### src/rtl/load_store_unit_if.sv
// Load/store unit bus bundle: CPU request/response handshake, DataMemory
// port and memory-mapped IO port. The LSU takes the slave side; the
// surrounding pipeline, DataMemory and IO target together take the master side.
interface load_store_unit_if;
    // CPU request / response
    logic        req_valid;
    logic        req_ready;
    logic [31:0] req_addr;
    logic [31:0] req_wdata;
    logic        req_write;
    logic [2:0]  req_size;
    logic        rsp_valid;
    logic [31:0] rsp_rdata;
    logic        rsp_error;
    // DataMemory port
    logic [31:0] mem_access_addr;
    logic [31:0] mem_in;
    logic        mem_write_en;
    logic        mem_read_en;
    logic [2:0]  mem_data_size;
    logic [31:0] mem_out;
    // Memory-mapped IO port
    logic [31:0] io_addr;
    logic [31:0] io_wdata;
    logic        io_we;
    logic        io_re;
    logic [2:0]  io_size;
    logic        io_ready;
    logic [31:0] io_rdata;

    modport master (
        output req_valid, req_addr, req_wdata, req_write, req_size,
        output mem_out, io_ready, io_rdata,
        input  req_ready, rsp_valid, rsp_rdata, rsp_error,
        input  mem_access_addr, mem_in, mem_write_en, mem_read_en, mem_data_size,
        input  io_addr, io_wdata, io_we, io_re, io_size
    );

    modport slave (
        input  req_valid, req_addr, req_wdata, req_write, req_size,
        input  mem_out, io_ready, io_rdata,
        output req_ready, rsp_valid, rsp_rdata, rsp_error,
        output mem_access_addr, mem_in, mem_write_en, mem_read_en, mem_data_size,
        output io_addr, io_wdata, io_we, io_re, io_size
    );
endinterface

### src/rtl/load_store_unit.sv
// Load/store unit: accepts one request at a time, routes it to DataMemory or
// the memory-mapped IO port by one address bit, and returns exactly one
// single-cycle response per accepted request.
module load_store_unit #(
    parameter int IO_ADDR_BIT = 31,
    parameter int IO_TIMEOUT  = 15
) (
    input logic              clk,
    input logic              reset,
    load_store_unit_if.slave bus
);
    // Counter must be able to hold IO_TIMEOUT itself.
    localparam int CW = $clog2(IO_TIMEOUT + 2);

    localparam logic [2:0] S_IDLE     = 3'd0;
    localparam logic [2:0] S_MEM_WR   = 3'd1;
    localparam logic [2:0] S_MEM_RD   = 3'd2;
    localparam logic [2:0] S_MEM_DATA = 3'd3;
    localparam logic [2:0] S_IO_WAIT  = 3'd4;
    localparam logic [2:0] S_RESP     = 3'd5;
    localparam logic [2:0] S_ERR      = 3'd6;

    typedef struct packed {
        logic [31:0] addr;
        logic [31:0] wdata;
        logic        write;
        logic [2:0]  size;
    } req_t;

    logic [2:0]    state, state_nxt;
    req_t          r;
    logic [31:0]   io_word;
    logic [CW-1:0] cnt;
    logic          accept;
    logic          size_bad;
    logic          misaligned;
    logic          is_io;
    logic [7:0]    io_byte;
    logic [15:0]   io_half;
    logic [31:0]   io_ext;

    assign accept = (state == S_IDLE) && bus.req_valid;

    // Decode of the incoming request, evaluated on the request bus itself so
    // the first state after accept is already the right one.
    always_comb begin
        size_bad   = (bus.req_size == 3'b011) || (bus.req_size == 3'b110) ||
                     (bus.req_size == 3'b111);
        misaligned = ((bus.req_size[1:0] == 2'b01) && bus.req_addr[0]) ||
                     ((bus.req_size[1:0] == 2'b10) && (bus.req_addr[1:0] != 2'b00));
        is_io      = bus.req_addr[IO_ADDR_BIT];
    end

    // Next-state logic; in IO_WAIT a ready seen on the expiry cycle still wins.
    always_comb begin
        state_nxt = state;
        case (state)
            S_IDLE: begin
                if (accept) begin
                    if (size_bad)
                        state_nxt = S_ERR;
                    else if (is_io && misaligned)
                        state_nxt = S_ERR;
                    else if (is_io)
                        state_nxt = S_IO_WAIT;
                    else if (bus.req_write)
                        state_nxt = S_MEM_WR;
                    else
                        state_nxt = S_MEM_RD;
                end
            end
            S_MEM_WR:   state_nxt = S_IDLE;
            S_MEM_RD:   state_nxt = S_MEM_DATA;
            S_MEM_DATA: state_nxt = S_IDLE;
            S_IO_WAIT: begin
                if (bus.io_ready)
                    state_nxt = S_RESP;
                else if (cnt == CW'(IO_TIMEOUT))
                    state_nxt = S_ERR;
            end
            S_RESP:     state_nxt = S_IDLE;
            S_ERR:      state_nxt = S_IDLE;
            default:    state_nxt = S_IDLE;
        endcase
    end

    // State register; reset aborts whatever is in flight.
    always_ff @(posedge clk or posedge reset) begin
        if (reset)
            state <= S_IDLE;
        else
            state <= state_nxt;
    end

    // Request latch; every memory/IO output is driven from here.
    always_ff @(posedge clk or posedge reset) begin
        if (reset)
            r <= '0;
        else if (accept)
            r <= '{addr: bus.req_addr, wdata: bus.req_wdata,
                   write: bus.req_write, size: bus.req_size};
    end

    // IO wait counter and captured IO read word.
    always_ff @(posedge clk or posedge reset) begin
        if (reset) begin
            cnt     <= '0;
            io_word <= '0;
        end else begin
            if (accept)
                cnt <= '0;
            else if (state == S_IO_WAIT && !bus.io_ready && cnt != CW'(IO_TIMEOUT))
                cnt <= cnt + CW'(1);
            if (state == S_IO_WAIT && bus.io_ready)
                io_word <= bus.io_rdata;
        end
    end

    // Lane selection and extension of the captured IO word for loads.
    always_comb begin
        io_byte = 8'h00;
        case (r.addr[1:0])
            2'd0: io_byte = io_word[7:0];
            2'd1: io_byte = io_word[15:8];
            2'd2: io_byte = io_word[23:16];
            2'd3: io_byte = io_word[31:24];
            default: io_byte = 8'h00;
        endcase
        io_half = r.addr[1] ? io_word[31:16] : io_word[15:0];
        case (r.size)
            3'b000:  io_ext = {{24{io_byte[7]}}, io_byte};
            3'b100:  io_ext = {24'h0, io_byte};
            3'b001:  io_ext = {{16{io_half[15]}}, io_half};
            3'b101:  io_ext = {16'h0, io_half};
            3'b010:  io_ext = io_word;
            default: io_ext = 32'h0;
        endcase
    end

    // Output decode from state and latched request. MEM_DATA keeps the read
    // enable, address and size up so DataMemory's extension stays valid.
    always_comb begin
        bus.req_ready       = (state == S_IDLE);
        bus.mem_access_addr = r.addr;
        bus.mem_in          = r.wdata;
        bus.mem_data_size   = r.size;
        bus.mem_write_en    = (state == S_MEM_WR);
        bus.mem_read_en     = (state == S_MEM_RD) || (state == S_MEM_DATA);
        bus.io_addr         = r.addr;
        bus.io_wdata        = r.wdata;
        bus.io_size         = r.size;
        bus.io_we           = (state == S_IO_WAIT) && r.write;
        bus.io_re           = (state == S_IO_WAIT) && !r.write;
        bus.rsp_valid       = (state == S_MEM_WR) || (state == S_MEM_DATA) ||
                              (state == S_RESP) || (state == S_ERR);
        bus.rsp_error       = (state == S_ERR);
        bus.rsp_rdata       = 32'h0;
        if (state == S_MEM_DATA)
            bus.rsp_rdata = bus.mem_out;
        else if (state == S_RESP && !r.write)
            bus.rsp_rdata = io_ext;
    end
endmodule
### src/flat_wrapper.sv
// flat-port wrapper written by rule: the top's interface ports become plain ports
module load_store_unit_flat 
#(
    parameter int IO_ADDR_BIT = 31,
    parameter int IO_TIMEOUT  = 15
)
  (clk, reset, bus_req_valid, bus_req_addr, bus_req_wdata, bus_req_write, bus_req_size, bus_mem_out, bus_io_ready, bus_io_rdata, bus_req_ready, bus_rsp_valid, bus_rsp_rdata, bus_rsp_error, bus_mem_access_addr, bus_mem_in, bus_mem_write_en, bus_mem_read_en, bus_mem_data_size, bus_io_addr, bus_io_wdata, bus_io_we, bus_io_re, bus_io_size);
  load_store_unit_if bus_i ();
  input logic clk;
  input logic reset;
  input wire logic [$bits(bus_i.req_valid)-1:0] bus_req_valid;
  input wire logic [$bits(bus_i.req_addr)-1:0] bus_req_addr;
  input wire logic [$bits(bus_i.req_wdata)-1:0] bus_req_wdata;
  input wire logic [$bits(bus_i.req_write)-1:0] bus_req_write;
  input wire logic [$bits(bus_i.req_size)-1:0] bus_req_size;
  input wire logic [$bits(bus_i.mem_out)-1:0] bus_mem_out;
  input wire logic [$bits(bus_i.io_ready)-1:0] bus_io_ready;
  input wire logic [$bits(bus_i.io_rdata)-1:0] bus_io_rdata;
  output wire logic [$bits(bus_i.req_ready)-1:0] bus_req_ready;
  output wire logic [$bits(bus_i.rsp_valid)-1:0] bus_rsp_valid;
  output wire logic [$bits(bus_i.rsp_rdata)-1:0] bus_rsp_rdata;
  output wire logic [$bits(bus_i.rsp_error)-1:0] bus_rsp_error;
  output wire logic [$bits(bus_i.mem_access_addr)-1:0] bus_mem_access_addr;
  output wire logic [$bits(bus_i.mem_in)-1:0] bus_mem_in;
  output wire logic [$bits(bus_i.mem_write_en)-1:0] bus_mem_write_en;
  output wire logic [$bits(bus_i.mem_read_en)-1:0] bus_mem_read_en;
  output wire logic [$bits(bus_i.mem_data_size)-1:0] bus_mem_data_size;
  output wire logic [$bits(bus_i.io_addr)-1:0] bus_io_addr;
  output wire logic [$bits(bus_i.io_wdata)-1:0] bus_io_wdata;
  output wire logic [$bits(bus_i.io_we)-1:0] bus_io_we;
  output wire logic [$bits(bus_i.io_re)-1:0] bus_io_re;
  output wire logic [$bits(bus_i.io_size)-1:0] bus_io_size;
  assign bus_i.req_valid = bus_req_valid;
  assign bus_i.req_addr = bus_req_addr;
  assign bus_i.req_wdata = bus_req_wdata;
  assign bus_i.req_write = bus_req_write;
  assign bus_i.req_size = bus_req_size;
  assign bus_i.mem_out = bus_mem_out;
  assign bus_i.io_ready = bus_io_ready;
  assign bus_i.io_rdata = bus_io_rdata;
  assign bus_req_ready = bus_i.req_ready;
  assign bus_rsp_valid = bus_i.rsp_valid;
  assign bus_rsp_rdata = bus_i.rsp_rdata;
  assign bus_rsp_error = bus_i.rsp_error;
  assign bus_mem_access_addr = bus_i.mem_access_addr;
  assign bus_mem_in = bus_i.mem_in;
  assign bus_mem_write_en = bus_i.mem_write_en;
  assign bus_mem_read_en = bus_i.mem_read_en;
  assign bus_mem_data_size = bus_i.mem_data_size;
  assign bus_io_addr = bus_i.io_addr;
  assign bus_io_wdata = bus_i.io_wdata;
  assign bus_io_we = bus_i.io_we;
  assign bus_io_re = bus_i.io_re;
  assign bus_io_size = bus_i.io_size;
  load_store_unit #(.IO_ADDR_BIT(IO_ADDR_BIT), .IO_TIMEOUT(IO_TIMEOUT)) u_core (.clk(clk), .reset(reset), .bus(bus_i));
endmodule
### config.mk
export PLATFORM = sky130hd
export DESIGN_NAME = load_store_unit_flat
export DESIGN_NICKNAME = d
export VERILOG_FILES = /design/src/rtl/load_store_unit_if.sv /design/src/rtl/load_store_unit.sv /design/src/flat_wrapper.sv
export SDC_FILE = /design/constraint.sdc
export NUM_CORES = 1
export LEC_CHECK = 0
export CAP_MARGIN = 20
export CORE_UTILIZATION = 44
export CTS_CLUSTER_DIAMETER = 40
export CTS_CLUSTER_SIZE = 12
export DETAILED_ROUTE_END_ITERATION = 10
export PLACE_DENSITY = 0.86
export SYNTH_ARGS = -nofsm -noshare
export SYNTH_HDL_FRONTEND = slang
export SYNTH_SLANG_ARGS = --single-unit
### constraint.sdc
create_clock -name clk -period 7.9 [get_ports clk]
set_clock_uncertainty 0.2 [all_clocks]
set_input_delay 1.58 -clock clk [delete_from_list [all_inputs] [get_ports clk]]
set_output_delay 1.58 -clock clk [all_outputs]
set_load 0.02 [all_outputs]
==> summary.txt <==
Die Wd = 121 um
TritonCTS clock tree = yes
Final Critical Period = 5.12 ns
Clock sink count = 108
Antenna Nets Post-Route = 0
# fillers = 1,063
Clock Path Buffers = 2
Vias in the first global route = 4,566
GRT Overall Usage = 21.6%
Final std cells w/o fill = 889
Total grt overflow = 0
Std-Cell Rows = 43
FMAX = 0.195 GHz
Hold crit path type = flip-flop to flip-flop
CTS hold repair buffers = 0
Final wirelength = 16,000 um
WHS Endpoint = u_core.bus.io_wdata[15]$_DFFE_PP0P_
Multi-input gate area = 2310 sq um
Detailed-route DRC error count = 0
Fin crit share = 64.8%
CP top delay family = flip-flops
Syn nets = 682
#FFs+latches synth = 108
Initial Utilization = 45.1%
Routed via count = 4,624
Die Height = 121 um
Top cell type's share of synthesized area = 43.2%
Placed cells = 872
Setup bufs post-CTS = 0
Max-slew violations = 0
Top cells by count, synth = buf_4 (137), dfrtp_1 (108), mux2_1 (53)
Status = finished clean
Post-synthesis sequential area ratio = 43.2%
# port buffers = 308
Async set or reset register ratio after synthesis = 100%
Synth Cell Area = 6250 sq um
Largest net degree at the start of global routing = 75
Clock transition at path regs = 0.07 ns
Reg2Reg Launch Point = u_core.state[2]$_DFFE_PP0P_
Worst Max-Slew Pin Slew = 1.12 ns
Ant. Diodes = 0
TritonCTS buffer count = 9
RSZ-0062 raised after global routing = no
RR Endpoint = u_core.bus.io_addr[27]$_DFFE_PP0P_
Global-route wire length before repair = 24,100 um
Nets@finish = 843
Pwr Density = 422 nW/um^2
Gpl congestion = 0.894
Post-CTS Resized = 0
WL/cell = 18.0 um
Post-DP HPWL = 12,200 um
EDFF count, synth = 0
I/O pins = 309
Clk root buf = clkbuf_16
Crit path arrival time = 3.34 ns
Hold path depth = 1
Hold Crit Start = u_core.bus.io_wdata[15]$_DFFE_PP0P_
DRT Pass-1 Iters = 4
CP max FO = 22
Worst Path Class, Setup = flip-flop to output pin
Clock Latency Late Sink = 0.35 ns
Cells on worst reg2reg path = 4
Via density = 5.20
Post-synth top area cell = dfrtp_1
Die Area = 14,700 sq um
Total negative slack = 0 ns
Synth unique cells = 52
Peak supply drop = 172 uV
Cell count after synthesis = 544
Area Overhead vs Synth = 38.7%
Worst slew margin = 25.5%
Critical Path RT = 6.12 ns
Ys Warns = 0
Maxcap violations = 0
Core area = 13,900 sq um
Flop-to-flop setup slack = 5.29 ns
Layout cells sized above 1 = 10.6%
Syn Area/Cell = 11.5 sq um
Number of DRC markers in iteration 0 = 245
Worst Setup End Kind = output pin
CP bufs+invs = 1
H-tree Lvls = 3
Initial antenna violation count = 0
Leak Pwr = 3.51 nW
FF/Latch Area = 2700 sq um
Ranking of synthesized cells by area = dfrtp_1 (43%), buf_4 (16%), mux2_1 (9.5%)
Hold Fails Final Rpt = 0
Crit-path cells = mux2i_1 > a2111oi_1 > o21a_4 > a221o_1 > clkdlybuf4s50_1
Top FF cell, synth = dfrtp_1
Most frequent cell after synthesis = buf_4
Final setup violation count = 0
CP startpoint kind = flip-flop
Crit-path slowest cell = dfrtp_1
Max incr delay on CP = 1.08 ns
## where the power goes
part / total, mW / internal [mW] / switching, mW
combinational: 2.08 / 1.09 / 0.989
sequential: 1.15 / 0.831 / 0.323
clock: 0.425 / 0.216 / 0.209
## how the worst max path moves through the flow
stage	cells past startpoint	start	endpoint
finish	5	u_core.bus.io_addr[1]$_DFFE_PP0P_	bus_rsp_rdata[28]
global route	5	u_core.bus.io_addr[1]$_DFFE_PP0P_	bus_rsp_rdata[29]
CTS	5	u_core.bus.io_addr[1]$_DFFE_PP0P_	bus_rsp_rdata[28]
detailed placement	5	u_core.bus.io_addr[1]$_DFFE_PP0P_	bus_rsp_rdata[28]
global placement	4	bus_mem_out[7]	bus_rsp_rdata[7]
floorplan	1	reset	u_core.bus.io_addr[0]$_DFFE_PP0P_
## state kept, by name (all words and copies together), names as in the netlist
name,count
u_core.bus.io_addr,32
u_core.bus.io_size,3
u_core.bus.io_wdata,32
u_core.cnt,5
u_core.io_word,32
u_core.r,1
u_core.state,3
## worst reg2reg max path, stage by stage (launching register included)
cell     delay [ns]
dfrtp_1        0.52
or3_4          0.46
inv_2          0.07
and2_4         0.78
mux2_2         0.48
## layout make-up
class	count	share of cell area, %
Sequential cell	108	31.2
Clock buffer	9	2.60
Clock inverter	6	0.548
Inverter	6	0.288
Multi-Input combinational cell	268	26.7
Timing Repair Buffer	312	36.2
Tap cell	180	2.60
## stage by stage
| step | area, sq um | hold slack, ns | setup WS [ns] | utilization (%) | power (mW) |
|---|---|---|---|---|---|
| 4_1_cts | 8640 | 0.312 | 2.78 | 62.2 | 3.69 |
| 5_1_grt | 8680 | 0.341 | 2.59 | 62.5 | 3.87 |
| 2_1_floorplan | 6250 | 0.283 | 3.27 | - | 2.73 |
| 3_5_place_dp | 8360 | 0.302 | 3.17 | 60.3 | 3.25 |
| 6_report | 8680 | 0.309 | 2.78 | 62.5 | 3.66 |
| 3_3_place_gp | 8360 | 0.293 | 3.19 | 60.3 | 3.19 |
## cell families after synthesis
| group | after synthesis | synth area share (%) |
|---|---|---|
| XOR/XNOR | 4 | 0.560 |
| buffers and inverters | 168 | 19.8 |
| adder cells (fa/ha/maj) | 2 | 0.400 |
| AND/OR/NAND/NOR | 72 | 5.72 |
| multiplexers | 117 | 20.9 |
| AO/OA/AOI/OAI | 73 | 9.36 |
| flip-flops | 108 | 43.2 |
## layout by cell type (no fill, tap or decap), types with 2 or more instances in the layout
cell type and count:
o21ai_0 12, nor3b_1 3, mux2_1 53, xnor2_1 4, and3_1 2, nand2_1 27
o2bb2ai_1 8, a22oi_1 8, clkbuf_16 9, clkdlybuf4s50_1 308, a221o_1 16, a211oi_1 2
mux2_2 46, o21ai_1 2, a2bb2oi_1 7, nor2b_1 2, mux2i_1 17, buf_4 2
ha_1 2, inv_1 4, nor3_1 2, dfrtp_1 108, nor2_1 19, o211ai_1 8
nand2b_1 4, inv_6 3
## layer usage
| layer | track usage [%] | up-vias | wire length, um |
|---|---|---|---|
| met4 | 9.72 | 0 | 446 |
| met2 | 39.1 | 217 | 8430 |
| met3 | 3.57 | 32 | 914 |
| li1 | - | 2107 | - |
| met5 | 0 | - | 0 |
| met1 | 24.9 | 2268 | 6180 |
No activity file was read; power rests on OpenSTA's default activity.
